==> src/rtl/pipe_arbiter.sv <==
// -----------------------------------------------------------------------------
// pipe_arbiter
//
// Shares one fixed-latency multiply-accumulate pipeline (pipe_C = A1*B1 + A2*B2)
// between two requesters. Each cycle at most one operand set is granted,
// using round-robin priority when both requesters contend. The grant is also
// gated by a per-requester credit, so every issued operation always has a
// free slot waiting in that requester's result FIFO.
// A tag {valid, id} travels alongside each operation. When the tag exits, the
// matching pipe_C value is steered into the FIFO of the requester that issued it.
//
// Ports
//   clk, rst_n                  clock, synchronous active-low reset
//   reqN_valid / reqN_ready     operand handshake for requester N (ready is
//                               combinational from valid, credit and pointer)
//   reqN_a1/b1/a2/b2            operands of requester N
//   resN_valid / resN_ready     result handshake for requester N
//   resN_data                   head of requester N's result FIFO
//   pipe_A1/B1/A2/B2            registered operands to the shared pipeline
//   pipe_C                      pipeline result, LAT cycles after pipe_* operands
// -----------------------------------------------------------------------------
module pipe_arbiter #(
    parameter int W     = 32,
    parameter int LAT   = 2,
    parameter int DEPTH = 4
) (
    input  logic         clk,
    input  logic         rst_n,

    input  logic         req0_valid,
    output logic         req0_ready,
    input  logic [W-1:0] req0_a1,
    input  logic [W-1:0] req0_b1,
    input  logic [W-1:0] req0_a2,
    input  logic [W-1:0] req0_b2,

    input  logic         req1_valid,
    output logic         req1_ready,
    input  logic [W-1:0] req1_a1,
    input  logic [W-1:0] req1_b1,
    input  logic [W-1:0] req1_a2,
    input  logic [W-1:0] req1_b2,

    output logic         res0_valid,
    input  logic         res0_ready,
    output logic [W-1:0] res0_data,

    output logic         res1_valid,
    input  logic         res1_ready,
    output logic [W-1:0] res1_data,

    output logic [W-1:0] pipe_A1,
    output logic [W-1:0] pipe_B1,
    output logic [W-1:0] pipe_A2,
    output logic [W-1:0] pipe_B2,
    input  logic [W-1:0] pipe_C
);

    localparam int CW = $clog2(DEPTH + 1);              // counts 0..DEPTH
    localparam int PW = (DEPTH > 1) ? $clog2(DEPTH) : 1; // FIFO index width
    localparam int NS = LAT + 1;                        // tag stages
    localparam logic [CW:0] DEPTH_W = (CW + 1)'(DEPTH);

    typedef struct packed {
        logic [W-1:0] a1;
        logic [W-1:0] b1;
        logic [W-1:0] a2;
        logic [W-1:0] b2;
    } ops_t;

    function automatic logic [PW-1:0] ptr_inc(input logic [PW-1:0] p);
        return (p == PW'(DEPTH - 1)) ? '0 : p + PW'(1);
    endfunction

    // Per-requester views of the flat ports
    logic [1:0] req_valid;
    logic [1:0] res_ready;
    ops_t       req_ops [2];

    assign req_valid  = {req1_valid, req0_valid};
    assign res_ready  = {res1_ready, res0_ready};
    assign req_ops[0] = {req0_a1, req0_b1, req0_a2, req0_b2};
    assign req_ops[1] = {req1_a1, req1_b1, req1_a2, req1_b2};

    // State
    logic          rr_ptr_q,    rr_ptr_d;     // requester favoured on contention
    ops_t          ops_q,       ops_d;
    logic [NS-1:0] tag_valid_q, tag_valid_d;
    logic [NS-1:0] tag_id_q,    tag_id_d;
    logic [CW-1:0] count_q    [2];
    logic [CW-1:0] count_d    [2];
    logic [CW-1:0] inflight_q [2];
    logic [CW-1:0] inflight_d [2];
    logic [PW-1:0] wr_ptr_q   [2];
    logic [PW-1:0] wr_ptr_d   [2];
    logic [PW-1:0] rd_ptr_q   [2];
    logic [PW-1:0] rd_ptr_d   [2];
    logic [W-1:0]  mem_q      [2][DEPTH];

    logic [1:0] eligible;
    logic [1:0] grant;
    logic [1:0] push;
    logic [1:0] pop;

    // ------------------------------------------------------------------
    // Arbitration
    // ------------------------------------------------------------------
    always_comb begin
        // NOTE: every always_comb output gets a default first so no path
        // leaves it unassigned, which would otherwise infer a latch.
        eligible = '0;
        for (int n = 0; n < 2; n++) begin
            // Credit > 0 means stored plus in-flight results leave a free slot.
            eligible[n] = req_valid[n] &&
                          (({1'b0, count_q[n]} + {1'b0, inflight_q[n]}) < DEPTH_W);
        end

        grant    = eligible;
        rr_ptr_d = rr_ptr_q;
        if (&eligible) begin
            grant    = rr_ptr_q ? 2'b10 : 2'b01;
            rr_ptr_d = ~rr_ptr_q;
        end

        // Nothing is accepted while reset is asserted.
        if (!rst_n) begin
            grant = '0;
        end
    end

    assign req0_ready = grant[0];
    assign req1_ready = grant[1];

    // ------------------------------------------------------------------
    // Operand register and tag shift chain
    // ------------------------------------------------------------------
    always_comb begin
        ops_d = ops_q;
        if (grant[1]) begin
            ops_d = req_ops[1];
        end else if (grant[0]) begin
            ops_d = req_ops[0];
        end

        tag_valid_d    = tag_valid_q;
        tag_id_d       = tag_id_q;
        tag_valid_d[0] = |grant;
        tag_id_d[0]    = grant[1];
        for (int i = 1; i < NS; i++) begin
            tag_valid_d[i] = tag_valid_q[i-1];
            tag_id_d[i]    = tag_id_q[i-1];
        end
    end

    assign pipe_A1 = ops_q.a1;
    assign pipe_B1 = ops_q.b1;
    assign pipe_A2 = ops_q.a2;
    assign pipe_B2 = ops_q.b2;

    // ------------------------------------------------------------------
    // Result FIFOs and credit bookkeeping
    // ------------------------------------------------------------------
    always_comb begin
        push = '0;
        pop  = '0;
        for (int n = 0; n < 2; n++) begin
            // The exiting tag lines up with pipe_C in this cycle.
            push[n] = tag_valid_q[NS-1] && (tag_id_q[NS-1] == n[0]);
            pop[n]  = (count_q[n] != '0) && res_ready[n];

            count_d[n] = count_q[n];
            if (push[n] && !pop[n]) begin
                count_d[n] = count_q[n] + CW'(1);
            end else if (pop[n] && !push[n]) begin
                count_d[n] = count_q[n] - CW'(1);
            end

            inflight_d[n] = inflight_q[n];
            if (grant[n] && !push[n]) begin
                inflight_d[n] = inflight_q[n] + CW'(1);
            end else if (push[n] && !grant[n]) begin
                inflight_d[n] = inflight_q[n] - CW'(1);
            end

            wr_ptr_d[n] = push[n] ? ptr_inc(wr_ptr_q[n]) : wr_ptr_q[n];
            rd_ptr_d[n] = pop[n]  ? ptr_inc(rd_ptr_q[n]) : rd_ptr_q[n];
        end
    end

    assign res0_valid = rst_n && (count_q[0] != '0);
    assign res1_valid = rst_n && (count_q[1] != '0);
    assign res0_data  = mem_q[0][rd_ptr_q[0]];
    assign res1_data  = mem_q[1][rd_ptr_q[1]];

    // ------------------------------------------------------------------
    // Registers
    // ------------------------------------------------------------------
    // NOTE: sequential state uses non-blocking assignments so every flop
    // samples its pre-edge inputs regardless of statement order.
    always_ff @(posedge clk) begin
        if (!rst_n) begin
            rr_ptr_q    <= 1'b0;
            ops_q       <= '0;
            tag_valid_q <= '0;
            tag_id_q    <= '0;
            for (int n = 0; n < 2; n++) begin
                count_q[n]    <= '0;
                inflight_q[n] <= '0;
                wr_ptr_q[n]   <= '0;
                rd_ptr_q[n]   <= '0;
            end
        end else begin
            rr_ptr_q    <= rr_ptr_d;
            ops_q       <= ops_d;
            tag_valid_q <= tag_valid_d;
            tag_id_q    <= tag_id_d;
            for (int n = 0; n < 2; n++) begin
                count_q[n]    <= count_d[n];
                inflight_q[n] <= inflight_d[n];
                wr_ptr_q[n]   <= wr_ptr_d[n];
                rd_ptr_q[n]   <= rd_ptr_d[n];
            end
        end
    end

    // NOTE: FIFO storage is deliberately not reset; count and pointers alone
    // decide which entries are live, so stale contents are never visible.
    always_ff @(posedge clk) begin
        for (int n = 0; n < 2; n++) begin
            if (push[n]) begin
                mem_q[n][wr_ptr_q[n]] <= pipe_C;
            end
        end
    end

endmodule

==> config.mk <==
export PLATFORM = sky130hd
export DESIGN_NAME = pipe_arbiter
export DESIGN_NICKNAME = d
export VERILOG_FILES = /design/src/rtl/pipe_arbiter.sv
export SDC_FILE = /design/constraint.sdc
export NUM_CORES = 1
export LEC_CHECK = 0
export BUFFER_PORTS_ARGS = -buffer_cell sky130_fd_sc_hd__buf_2
export CAP_MARGIN = 20
export CORE_AREA = 2 2 189 191
export CTS_BUF_LIST = sky130_fd_sc_hd__clkbuf_2 sky130_fd_sc_hd__clkbuf_4 sky130_fd_sc_hd__clkbuf_8
export DETAILED_ROUTE_END_ITERATION = 10
export DIE_AREA = 0 0 191 193
export HOLD_SLACK_MARGIN = 0.06
export PLACE_DENSITY = 0.79
export RECOVER_POWER = 25
export SLEW_MARGIN = 20
export SYNTH_ARGS = -nofsm -noshare
export SYNTH_HDL_FRONTEND = slang
export SYNTH_SLANG_ARGS = --single-unit
==> constraint.sdc <==
create_clock -name clk -period 3.4 [get_ports clk]
set_input_delay 0.68 -clock clk [delete_from_list [all_inputs] [get_ports clk]]
set_output_delay 0.68 -clock clk [all_outputs]
set_load 0.03 [all_outputs]
# --- Word-level counts from Yosys, hierarchy flattened ---
# Memories as Yosys holds them, arrays and structs flattened.
# Cells that the tools add are included.
totals:
  register_bits: 135
  latch_bits: 0
  ramBits: 276
  mem_bits_ro: 0
  input_bits: 294
  output_inout_bits: 196
  word_cells: 130
  mem_count: 5
op_classes:
  n_addsub: 14
  n_mul: 0
  div: 0
  n_lt_le_gt_ge: 8
  n_eq_ne: 4
  shift: 0
  muxes: 48
  bitwise: 14
  n_reduce_logical: 30
memory_table:
  columns: ["name", "words", "width", "read_ports", "rd_ports_with_merged_regs", "wr", "line", "source"]
  rows:
  - ["mem_q", 2, 128, 2, 0, 1, "98", "logic [W-1:0] mem_q [2][DEPTH];"]
  - ["count_q", 2, 3, 2, 0, 2, "90", "logic [CW-1:0] count_q [2];"]
  - ["inflight_q", 2, 3, 2, 0, 2, "92", "logic [CW-1:0] inflight_q [2];"]
  - ["rd_ptr_q", 2, 2, 2, 0, 2, "96", "logic [PW-1:0] rd_ptr_q [2];"]
  - ["wr_ptr_q", 2, 2, 2, 0, 2, "94", "logic [PW-1:0] wr_ptr_q [2];"]
op_table:
  columns: ["operator", "n"]
  rows:
  - ["128-bit 2-to-1 mux", 6]
  - ["32-bit 2-to-1 mux", 6]
  - ["32-bit binary-select mux with 2-bit select", 2]
  - ["32-bit demux with 2-bit select", 2]
  - ["128-bit OR reduction", 1]
  - ["3-bit 2-to-1 mux", 12]
  - ["2-bit 2-to-1 mux", 15]
  - ["1-bit logical AND", 18]
  - ["3-bit by 1-bit adder with 3-bit output (second input constant)", 4]
  - ["3-bit >= comparator (second input constant)", 4]
  - ["2-bit NOT with 3-bit output", 4]
  - ["3-bit by 1-bit subtractor with 3-bit output (second input constant)", 4]
  - ["2-bit by 1-bit adder with 2-bit output (second input constant)", 4]
  - ["3-bit by 3-bit adder with 4-bit output", 2]
  - ["2-bit == test (second input constant)", 4]
  - ["4-bit by 3-bit less-than comparator with 1-bit output (second input constant)", 2]
  - ["1-bit OR", 8]
  - ["1-bit logical NOT", 6]
  - ["3-bit by 1-bit less-than comparator with 1-bit output (second input constant)", 2]
  - ["3-bit nonzero test", 2]
  - ["1-bit 2-to-1 mux", 5]
  - ["1-bit NOT", 2]
  - ["2-bit AND reduction", 1]
  - ["2-bit nonzero test", 1]
  - ["2-bit OR reduction", 1]

# --- Logic depth before layout (Yosys ltp) ---
# Gate-level depths: netlist of the first run.
logic_depth:
  depth_word: 11
  ltp_mapped: 13

# --- Worst setup path before layout of the first run ---
# OpenSTA, ideal clock, no wires.
synth_timing:
  path_kind: "input -> register"
  from: "input port req0_valid"
  to: "memory inflight_q[0][2] (netlist name)"
  setup_ns: 0.071
  arrival_ns: 3.663
  required_time_ns: 3.329
  slack_ns: -0.333
  stages: 9
  n_path_buf: 0
  cell_sequence: "or4b_4 > or2_2 > a211oi_1 > ha_1 > inv_1 > fa_1 > xor2_1 > or3_1 > a21oi_1"
synth_rtl:
  columns: ["element", "line", "source"]
  rows:
  - ["start: declaration", "30", "input logic req0_valid,"]
  - ["end: declaration", "92", null]

==> out/results.env, run 1 <==
FP.COREAREA_SQ_MM=0.0350
DRIVE_ABOVE_1_SHARE=0.363
POWER.LEAKAGE_nW=8.86
HOLD_PATH_END='pipe_A2[30]'
FIN_TNS_SETUP_NS=0
POST-PLACE-CELLS=2214
DIEHEIGHT_MICRONS=193
FIRSTDRTPASSITERS=5
VIA_COUNT_OF_THE_FIRST_GLOBAL_ROUTING_PASS=12800
DPL_WORST_SLACK_NS=0.129
TOTALPOWERFINAL_mW=17.2
INITIAL_CORE_UTIL=0.499
REGTOREGENDPOINT='inflight_q[0][2]'
YS_ASYNC_SR_FRACTION=0
WORSTPATHREQUIRED_NS=2.72
FLOORPLAN.DIE_AREA_SQ_MM=0.0369
GRT_OVERFLOW=0
CLK_PIN_SLEW_WORST_PATHS_NS=0.06
WORST_PIN_SLEW_NS=1.08
FIN_UTIL=0.615
CTS_TREE='built'
RR_WORST_DEPTH=10
GLOBALPLACE.CONGESTION=0.890
CTS.HOLD.BUFFERS_ADDED=0
FINAL_CELLS=2352
DIE_X_MICRONS=191
HIGHEST_COUNT_CELLS_IN_THE_LAYOUT_IGNORING_FILL_AND_TAPS='457 x sky130_fd_sc_hd__buf_2, 261 x sky130_fd_sc_hd__o21ai_0, 256 x sky130_fd_sc_hd__edfxtp_1'
NETS=2138
ITER_0_DRT_VIOLATIONS=941
POST_DRT_VIA_CELL_RATIO=5.77
CTS.PATH.MAX_BUFFERS=3
MAX_FREQ_GHz=0.308
POSTSYNTHAREAPERCELL_SQ_UM=12.7
VDD.IR_DROP.WORST_uV=506
POST_SYN_INSTANCES=1369
H_TREE_DEPTH=3
STATUS='finished clean'
WORSTREG2REGSTART='count_q[0][2]'
POWERDENSITY_mW_PER_MM2=799
NUM_VIAS=13600
TIMING.FINAL.WS_SETUP_NS=0.148
FINAL_COMMON_CELL='sky130_fd_sc_hd__buf_2'
CLOCK_SKEW_NS=0.0185
POST_CTS_BUFFERS=0
WORSTPATHARRIVAL_NS=2.57
SYN_NETS=1685
CLOCKROOTBUFFER='sky130_fd_sc_hd__clkbuf_8'
CLK_LATENCY_NS=0.59
DRT-WIRELENGTH-PER-CELL_MICRONS=21.3
CTS_MADE_BUFFERS=67
RESIDUAL_DRC_COUNT=0
CRITPATHCAPTURETYPE='output pin'
SYNTHESIZED_AREA_SQ_MM=0.0174
ROUTED_WL_MICRONS=50200
ANT_NETS=0
CRITICAL_PATH_PEAK_FANOUT=5
ROWS=69
WORST_SETUP_PATH_START_KIND='flip-flop'
CTS.SINKS=411
ANTENNA_VIOLATIONS_BEFORE_REPAIR=17
CRITPATHKIND='reg -> out'
SYNTH_EDF_COUNT=256
RSZ0062_AT_GRT='no'
MAX_CAP_VIOL_COUNT=0
HOLD-PATH-CELL-COUNT=3
RRSETUPSLACK_NS=0.27
AREA_GROWTH_SYN_TO_LAYOUT_PCT=23.4
SLEW_HEADROOM=0.278
SYNTH-WARNING-COUNT=0
POST_SYNTH_NUM_CELL_TYPES=33
POSTPLACECELLAREA_SQ_MM=0.0202
SYNTH_FF_TYPE='sky130_fd_sc_hd__edfxtp_1'
POSTSYNTHREGISTERBITS=411
GRT_FIRST_PASS_WIRELENGTH_MICRONS=73400
CTS_RESIZED=0
FINAL_AREA_SQ_MM=0.0215
HALF_PERIMETER_WIRE_LENGTH_AFTER_DETAILED_PLACEMENT_MICRONS=33900
FINAL_MAX_SLEW_VIOLATION_COUNT=0
TIMING.HOLD.WS_NS=0.348
HOLD_CLASS='in -> reg'
IO_BUFFERS=489
WORSTHOLDSTART='req0_a2[30]'
GRT_UTIL_ALL_LAYERS=0.262
FINALCRITPERIODSHARE=0.956
NUM_IO_PINS=490
FINAL_HOLD_VIOL_COUNT=0
PERIOD_MINUS_SLACK_NS=3.25
FINAL-SETUP-VIOL-COUNT=0
GRT_START_MAX_NET_PINS=144
SYNTH-SEQ-AREA-SHARE=0.619
==> worst max path at each step <==
stage	slack, ns	start	cells past startpoint	end
floorplan	0.01	req0_valid	9	inflight_q[0][2]
global placement	0.20	req0_valid	10	inflight_q[0][2]
detailed placement	0.13	req0_valid	10	inflight_q[0][2]
CTS	0.06	count_q[0][2]	5	req0_ready
global route	0.02	count_q[0][2]	5	req0_ready
finish	0.15	count_q[0][2]	5	req0_ready
==> critical path, cell delays in order (launching register included) <==
cell                       delay, ns
sky130_fd_sc_hd__dfxtp_1        0.39
sky130_fd_sc_hd__ha_1           0.25
sky130_fd_sc_hd__or4b_4         0.49
sky130_fd_sc_hd__or2_2          0.36
sky130_fd_sc_hd__a211oi_2       0.27
sky130_fd_sc_hd__buf_4          0.23
==> synth_stat cells, types with 4 or more instances <==
master	instances	share of area
sky130_fd_sc_hd__nor3_1	6	0.0017
sky130_fd_sc_hd__buf_6	13	0.0084
sky130_fd_sc_hd__dfxtp_1	155	0.18
sky130_fd_sc_hd__inv_1	137	0.030
sky130_fd_sc_hd__ha_1	18	0.013
sky130_fd_sc_hd__mux4_2	64	0.083
sky130_fd_sc_hd__clkbuf_1	103	0.022
sky130_fd_sc_hd__nand2_1	6	0.0013
sky130_fd_sc_hd__fa_1	4	0.0046
sky130_fd_sc_hd__xor2_1	8	0.0040
sky130_fd_sc_hd__nor2_1	18	0.0039
sky130_fd_sc_hd__o21ai_0	261	0.075
sky130_fd_sc_hd__or3_1	5	0.0018
sky130_fd_sc_hd__and2_1	9	0.0032
sky130_fd_sc_hd__buf_2	13	0.0037
sky130_fd_sc_hd__and3_1	5	0.0018
sky130_fd_sc_hd__o311a_1	127	0.073
sky130_fd_sc_hd__mux2i_1	6	0.0034
sky130_fd_sc_hd__edfxtp_1	256	0.44
sky130_fd_sc_hd__a21oi_1	139	0.040
==> routing by layer <==
layer,global-route usage,vias to the layer above,part of all wire
met1,0.338,6638,0.38
li1,-,6128,-
met4,0.120,2,0.032
met5,0,-,0.00024
met3,0.0695,125,0.091
met2,0.415,684,0.49
==> sequential cells by signal (all words and copies together), names as in the netlist, 4 cells and up <==
name / flops
pipe_B1: 32
rd_ptr_q: 4
wr_ptr_q: 4
pipe_A2: 32
inflight_q: 6
pipe_A1: 32
pipe_B2: 32
mem_q: 256
count_q: 6
==> kinds of logic after synthesis <==
family	after synthesis	share of synthesized area
and+or+nand+nor	57	0.0181
muxes	70	0.0861
adders and majority gates	22	0.0175
xor gates and xnor gates	8	0.00402
DFF	411	0.619
buffers and inverters	269	0.0649
AOI/OAI and AO/OA	532	0.190
==> cell type report <==
cell class / count / area (sq um)
tap: 461 / 577
antenna: 19 / 47.5
sequential: 411 / 10800
timing repair buffer: 515 / 2700
multi-input combinational: 689 / 5560
inverter: 138 / 518
fill: 2695 / 13500
clock buffer: 96 / 1170
clock inverter: 23 / 139
==> power by group <==
part,internal [mW],total [mW],switching (mW)
clock,2.24,4.20,1.96
combinational,2.14,6.57,4.43
sequential,5.98,6.40,0.426
No activity file was read; power rests on OpenSTA's default activity.
==> run 2: changes to the inputs <==
--- a/config.mk
+++ b/config.mk
@@ -7,12 +7,14 @@
 export LEC_CHECK = 0
 export BUFFER_PORTS_ARGS = -buffer_cell sky130_fd_sc_hd__buf_2
 export CAP_MARGIN = 20
-export CORE_AREA = 2 2 189 191
+export CELL_PAD_IN_SITES_DETAIL_PLACEMENT = 1
+export CELL_PAD_IN_SITES_GLOBAL_PLACEMENT = 2
+export CORE_MARGIN = 2
+export CORE_UTILIZATION = 35
 export CTS_BUF_LIST = sky130_fd_sc_hd__clkbuf_2 sky130_fd_sc_hd__clkbuf_4 sky130_fd_sc_hd__clkbuf_8
 export DETAILED_ROUTE_END_ITERATION = 10
-export DIE_AREA = 0 0 191 193
 export HOLD_SLACK_MARGIN = 0.06
-export PLACE_DENSITY = 0.79
+export PLACE_DENSITY = 0.84
 export RECOVER_POWER = 25
 export SLEW_MARGIN = 20
 export SYNTH_ARGS = -nofsm -noshare
==> run 2 against run 1 <==
Compared with the run above: cell area rose by 2.1%; first-iteration DRC count shrank 16%; utilization down 17 points; clock power rose by 12%; worst hold slack worse by 0.084 ns; register-to-register slack better by 0.11 ns; critical path type unchanged; largest cell class unchanged; largest power group unchanged.
==> out/results.env, run 2 (synthesis results as in run 1) <==
HIGHEST_COUNT_CELLS_IN_THE_LAYOUT_IGNORING_FILL_AND_TAPS='459 x sky130_fd_sc_hd__buf_2, 261 x sky130_fd_sc_hd__o21ai_0, 256 x sky130_fd_sc_hd__edfxtp_1'
GRT_FIRST_PASS_WIRELENGTH_MICRONS=84400
MAX_FREQ_GHz=0.312
TIMING.HOLD.WS_NS=0.264
CTS.PATH.MAX_BUFFERS=3
CTS.SINKS=411
CTS_TREE='built'
FINAL_HOLD_VIOL_COUNT=0
DRIVE_ABOVE_1_SHARE=0.370
FIN_UTIL=0.448
CRITPATHCAPTURETYPE='output pin'
HALF_PERIMETER_WIRE_LENGTH_AFTER_DETAILED_PLACEMENT_MICRONS=37700
INITIAL_CORE_UTIL=0.355
AREA_GROWTH_SYN_TO_LAYOUT_PCT=26.0
NFILLCELLS=5408
ANT_NETS=0
VDD.IR_DROP.WORST_uV=341
PERIOD_MINUS_SLACK_NS=3.20
ANTENNA_VIOLATIONS_BEFORE_REPAIR=26
CTS.HOLD.BUFFERS_ADDED=0
ROWS=81
SLEW_HEADROOM=0.292
ROUTED_WL_MICRONS=56600
NUM_VIAS=13500
GRT_OVERFLOW=0
POST_DRT_VIA_CELL_RATIO=5.27
CRITPATHKIND='reg -> out'
NUM_IO_PINS=490
POWER.LEAKAGE_nW=8.98
FINAL-SETUP-VIOL-COUNT=0
CRITICAL_PATH_PEAK_FANOUT=4
HOLD_CLASS='in -> reg'
FINAL_MAX_SLEW_VIOLATION_COUNT=0
RESIDUAL_DRC_COUNT=0
CLOCKROOTBUFFER='sky130_fd_sc_hd__clkbuf_8'
GLOBALPLACE.CONGESTION=0.844
POWERDENSITY_mW_PER_MM2=812
TOTALPOWERFINAL_mW=17.8
VIA_COUNT_OF_THE_FIRST_GLOBAL_ROUTING_PASS=14100
POST_CTS_BUFFERS=0
ITER_0_DRT_VIOLATIONS=791
MAX_CAP_VIOL_COUNT=0
DIE_X_MICRONS=227
CLK_LATENCY_NS=0.68
FIRSTDRTPASSITERS=4
WORSTPATHREQUIRED_NS=2.72
CLK_PIN_SLEW_WORST_PATHS_NS=0.06
LARGEST_REG_FLOPS=256
GRT_UTIL_ALL_LAYERS=0.217
WORST_PIN_SLEW_NS=1.06
GRT_START_MAX_NET_PINS=130
FIN_TNS_SETUP_NS=0
DIEHEIGHT_MICRONS=227
IO_BUFFERS=489
FINALCRITPERIODSHARE=0.942
CTS_MADE_BUFFERS=72
FLOORPLAN.DIE_AREA_SQ_MM=0.0516
FINAL_COMMON_CELL='sky130_fd_sc_hd__buf_2'
WORSTPATHARRIVAL_NS=2.52
H_TREE_DEPTH=3
RSZ0062_AT_GRT='no'
STATUS='finished clean'
DRT-WIRELENGTH-PER-CELL_MICRONS=22.1
FP.COREAREA_SQ_MM=0.0491
WORST_SETUP_PATH_START_KIND='flip-flop'
NETS=2148
CLOCK_SKEW_NS=0.0318
run 2: cell count changes in the layout (fill, tap and decap cells not counted), sizes merged:
cell,previous run,this run
clkinvlp,3,2
clkbuf,126,127
buf,485,492
clkinv,16,24
bufinv,0,2
inv,142,141
diode,19,12
run 2: path summary, 6_finish.rpt:
path | depth (start not counted) | to | slack (ns) | startpoint
setup / recovery | 5 | req0_ready | 0.20 | inflight_q[0][2]
hold reg to reg | 1 | tag_valid_q[2] | 0.44 | tag_valid_q[1]
setup reg to reg | 10 | inflight_q[0][2] | 0.38 | inflight_q[0][2]
hold / removal | 3 | pipe_A1[15] | 0.26 | req0_a1[15]
run 2: stage by stage:
stage	instances	setup WS, ns	instance area (sq um)
2_1_floorplan	1369	0.0129	17400
3_3_place_gp	2422	0.255	20500
4_1_cts	2552	0.0204	22000
3_5_place_dp	2422	0.220	20500
6_report	2564	0.197	22000
5_1_grt	2561	0.0424	22000
run 2: cell type report:
cell class | instances | area (sq um) | share of cell area
diodes | 12 | 30.0 | 0.00137
clock buffers | 99 | 1220 | 0.0555
clock inverters | 31 | 262 | 0.0119
inverters | 138 | 518 | 0.0236
multi-input cells | 689 | 5560 | 0.253
flip-flops and latches | 411 | 10800 | 0.492
well taps | 664 | 831 | 0.0378
repair buffers | 520 | 2750 | 0.125
run 2: critical path, cell delays in order (launching register included):
cell and delay (ns):
sky130_fd_sc_hd__dfxtp_1 0.32, sky130_fd_sc_hd__ha_1 0.29, sky130_fd_sc_hd__or4b_4 0.48, sky130_fd_sc_hd__or2_2 0.35, sky130_fd_sc_hd__a211oi_4 0.22, sky130_fd_sc_hd__buf_6 0.20
run 2: metal layers:
layer / track usage / up-vias / routed length, microns
met5: 0 / - / 137
met4: 0.0860 / 22 / 2050
met3: 0.0879 / 152 / 5060
met2: 0.365 / 469 / 28000
met1: 0.244 / 6738 / 21400
li1: - / 6136 / -
run 2: what timing repair did:
action / CTS / global route
pin swaps: 0 / 1
resized for setup: 3 / 1
endpoints found under the setup margin: 1 / 1
run 2: power by group:
group	internal, mW	total (mW)	switching [mW]	leakage [nW]
logic	2.19	6.76	4.57	4.61
clock network	2.52	4.70	2.18	0.780
registers	5.98	6.39	0.409	3.60
==> run 3: changes to the inputs <==
--- a/config.mk
+++ b/config.mk
@@ -14,9 +14,8 @@
 export CTS_BUF_LIST = sky130_fd_sc_hd__clkbuf_2 sky130_fd_sc_hd__clkbuf_4 sky130_fd_sc_hd__clkbuf_8
 export DETAILED_ROUTE_END_ITERATION = 10
 export HOLD_SLACK_MARGIN = 0.06
-export PLACE_DENSITY = 0.84
+export PLACE_DENSITY_LB_ADDON = 0.1
 export RECOVER_POWER = 25
-export SLEW_MARGIN = 20
 export SYNTH_ARGS = -nofsm -noshare
 export SYNTH_HDL_FRONTEND = slang
 export SYNTH_SLANG_ARGS = --single-unit
==> run 3 against run 2 <==
Compared with the run above: sequential share of layout area about the same; cell count up 0.27%; non-clock buffer count unchanged; clock skew down 0.0089 ns; worst hold slack better by 0.030 ns; utilization about the same; cell area about the same; clock power down 3%; sequential power down 0.6%.
==> out/results.env, run 3 (synthesis results as in run 1) <==
MULTI_INPUT_AREA_SQ_MM=0.00555
GRT_START_MAX_NET_PINS=260
CLOCK_SKEW_NS=0.0229
FINAL_MAX_SLEW_VIOLATION_COUNT=0
FIN_TNS_SETUP_NS=0
POST-PLACE-CELLS=2422
DIE_X_MICRONS=227
POSTPLACECELLAREA_SQ_MM=0.0205
DIEHEIGHT_MICRONS=227
CTS_TREE='built'
LARGEST_REG_FLOPS=256
WORSTREG2REGSTART='inflight_q[0][2]'
SLEW_HEADROOM=0.159
IO_BUFFERS=489
CTS.PATH.MAX_BUFFERS=3
INITIAL_CORE_UTIL=0.355
TIMING.HOLD.WS_NS=0.294
RESIDUAL_DRC_COUNT=0
CTS.SINKS=411
POWERDENSITY_mW_PER_MM2=811
WORSTHOLDSTART='req0_a2[21]'
NETS=2149
ROUTED_WL_MICRONS=58200
ROWS=81
STATUS='finished clean'
GRT_UTIL_ALL_LAYERS=0.224
FLOORPLAN.DIE_AREA_SQ_MM=0.0516
FINAL-SETUP-VIOL-COUNT=0
SEQ_AREA_SQ_MM=0.0108
CRITPATHKIND='reg -> out'
WORSTPATHARRIVAL_NS=2.59
WORSTPATHREQUIRED_NS=2.72
FINAL_AREA_SQ_MM=0.0220
HOLD_CLASS='in -> reg'
PERIOD_MINUS_SLACK_NS=3.27
RSZ0062_AT_GRT='no'
ANT_NETS=0
H_TREE_DEPTH=3
CRITPATHCAPTURETYPE='output pin'
DRT-WIRELENGTH-PER-CELL_MICRONS=22.7
NUM_VIAS=13300
CTS_MADE_BUFFERS=73
AREA_GROWTH_SYN_TO_LAYOUT_PCT=26.1
POWER.LEAKAGE_nW=8.98
CRITICAL_PATH_PEAK_FANOUT=4
NUM_IO_PINS=490
WORST_SETUP_PATH_START_KIND='flip-flop'
HALF_PERIMETER_WIRE_LENGTH_AFTER_DETAILED_PLACEMENT_MICRONS=38200
DRIVE_ABOVE_1_SHARE=0.360
FINAL_COMMON_CELL='sky130_fd_sc_hd__buf_2'
FP.COREAREA_SQ_MM=0.0491
FINAL_CELLS=2571
VIA_COUNT_OF_THE_FIRST_GLOBAL_ROUTING_PASS=14100
FINAL_HOLD_VIOL_COUNT=0
DPL_WORST_SLACK_NS=0.125
FINALCRITPERIODSHARE=0.963
CLK_LATENCY_NS=0.64
CP-STARTPOINT='inflight_q[0][2]'
MAX_CAP_VIOL_COUNT=0
HIGHEST_COUNT_CELLS_IN_THE_LAYOUT_IGNORING_FILL_AND_TAPS='456 x sky130_fd_sc_hd__buf_2, 261 x sky130_fd_sc_hd__o21ai_0, 256 x sky130_fd_sc_hd__edfxtp_1'
POST_CTS_BUFFERS=0
TIMING.FINAL.WS_SETUP_NS=0.127
CLOCKROOTBUFFER='sky130_fd_sc_hd__clkbuf_8'
FIRSTDRTPASSITERS=7
POST_DRT_VIA_CELL_RATIO=5.17
WORST_PIN_SLEW_NS=1.26
CLK_PIN_SLEW_WORST_PATHS_NS=0.06
GLOBALPLACE.CONGESTION=0.801
GRT_FIRST_PASS_WIRELENGTH_MICRONS=87100
ITER_0_DRT_VIOLATIONS=786
VDD.IR_DROP.WORST_uV=395
MAX_FREQ_GHz=0.306
NFILLCELLS=5389
ANTENNA_VIOLATIONS_BEFORE_REPAIR=29
GRT_OVERFLOW=0
[run 3: cell types whose count changed in the layout (fill, tap and decap cells not counted), sizes merged]
| cell | delta |
|---|---|
| buf | -3 |
| clkbuf | +3 |
| clkinv | -1 |
| clkinvlp | +1 |
| diode | +6 |
| inv | +1 |
[run 3: final cells by class]
cell class / instances / area share
antenna: 18 / 0.00205
clock inverter: 32 / 0.0104
tap: 664 / 0.0378
timing repair buffer: 520 / 0.128
clock buffer: 99 / 0.0549
multi-input combinational: 689 / 0.253
sequential: 411 / 0.491
inverter: 138 / 0.0236
[run 3: where the power goes]
group | internal [mW] | total (mW) | switching [mW]
sequential | 5.98 | 6.35 | 0.370
clock | 2.48 | 4.58 | 2.10
combinational | 2.21 | 6.89 | 4.68
total | 10.7 | 17.8 | 7.15
[run 3: metrics by stage]
stage	utilization	total power, mW
after floorplan	-	11.2
after global placement	0.418	13.3
after detailed placement	0.418	13.4
after CTS	0.448	18.1
after global routing	0.448	18.8
final	0.448	17.8
[run 3: worst max-delay path, stage by stage, from the launching register on]
cell	delay (ns)
sky130_fd_sc_hd__dfxtp_1	0.32
sky130_fd_sc_hd__ha_1	0.28
sky130_fd_sc_hd__or4b_4	0.53
sky130_fd_sc_hd__or2_2	0.37
sky130_fd_sc_hd__a211oi_4	0.28
sky130_fd_sc_hd__buf_6	0.18
[run 3: timing repair]
item,in CTS,in global routing
gates cloned,0,0
endpoints found under the setup margin,1,1
resized for setup,1,3
hold buffers,0,0
[run 3: per-layer routing]
layer / vias up / part of all wire / routed length (microns) / global-route usage
met5: - / 0.0024 / 138 / 0
met4: 22 / 0.022 / 1300 / 0.0713
met3: 102 / 0.078 / 4570 / 0.0814
met2: 391 / 0.49 / 28300 / 0.368
met1: 6630 / 0.41 / 23900 / 0.276
li1: 6153 / - / - / -
[run 3: final timing paths]
check                endpoint  slack [ns]  depth (start not counted)
min               pipe_A2[21]        0.29                          3
min reg2reg    tag_valid_q[2]        0.43                          1
max                req0_ready        0.13                          5
max reg2reg  inflight_q[0][2]        0.23                         10
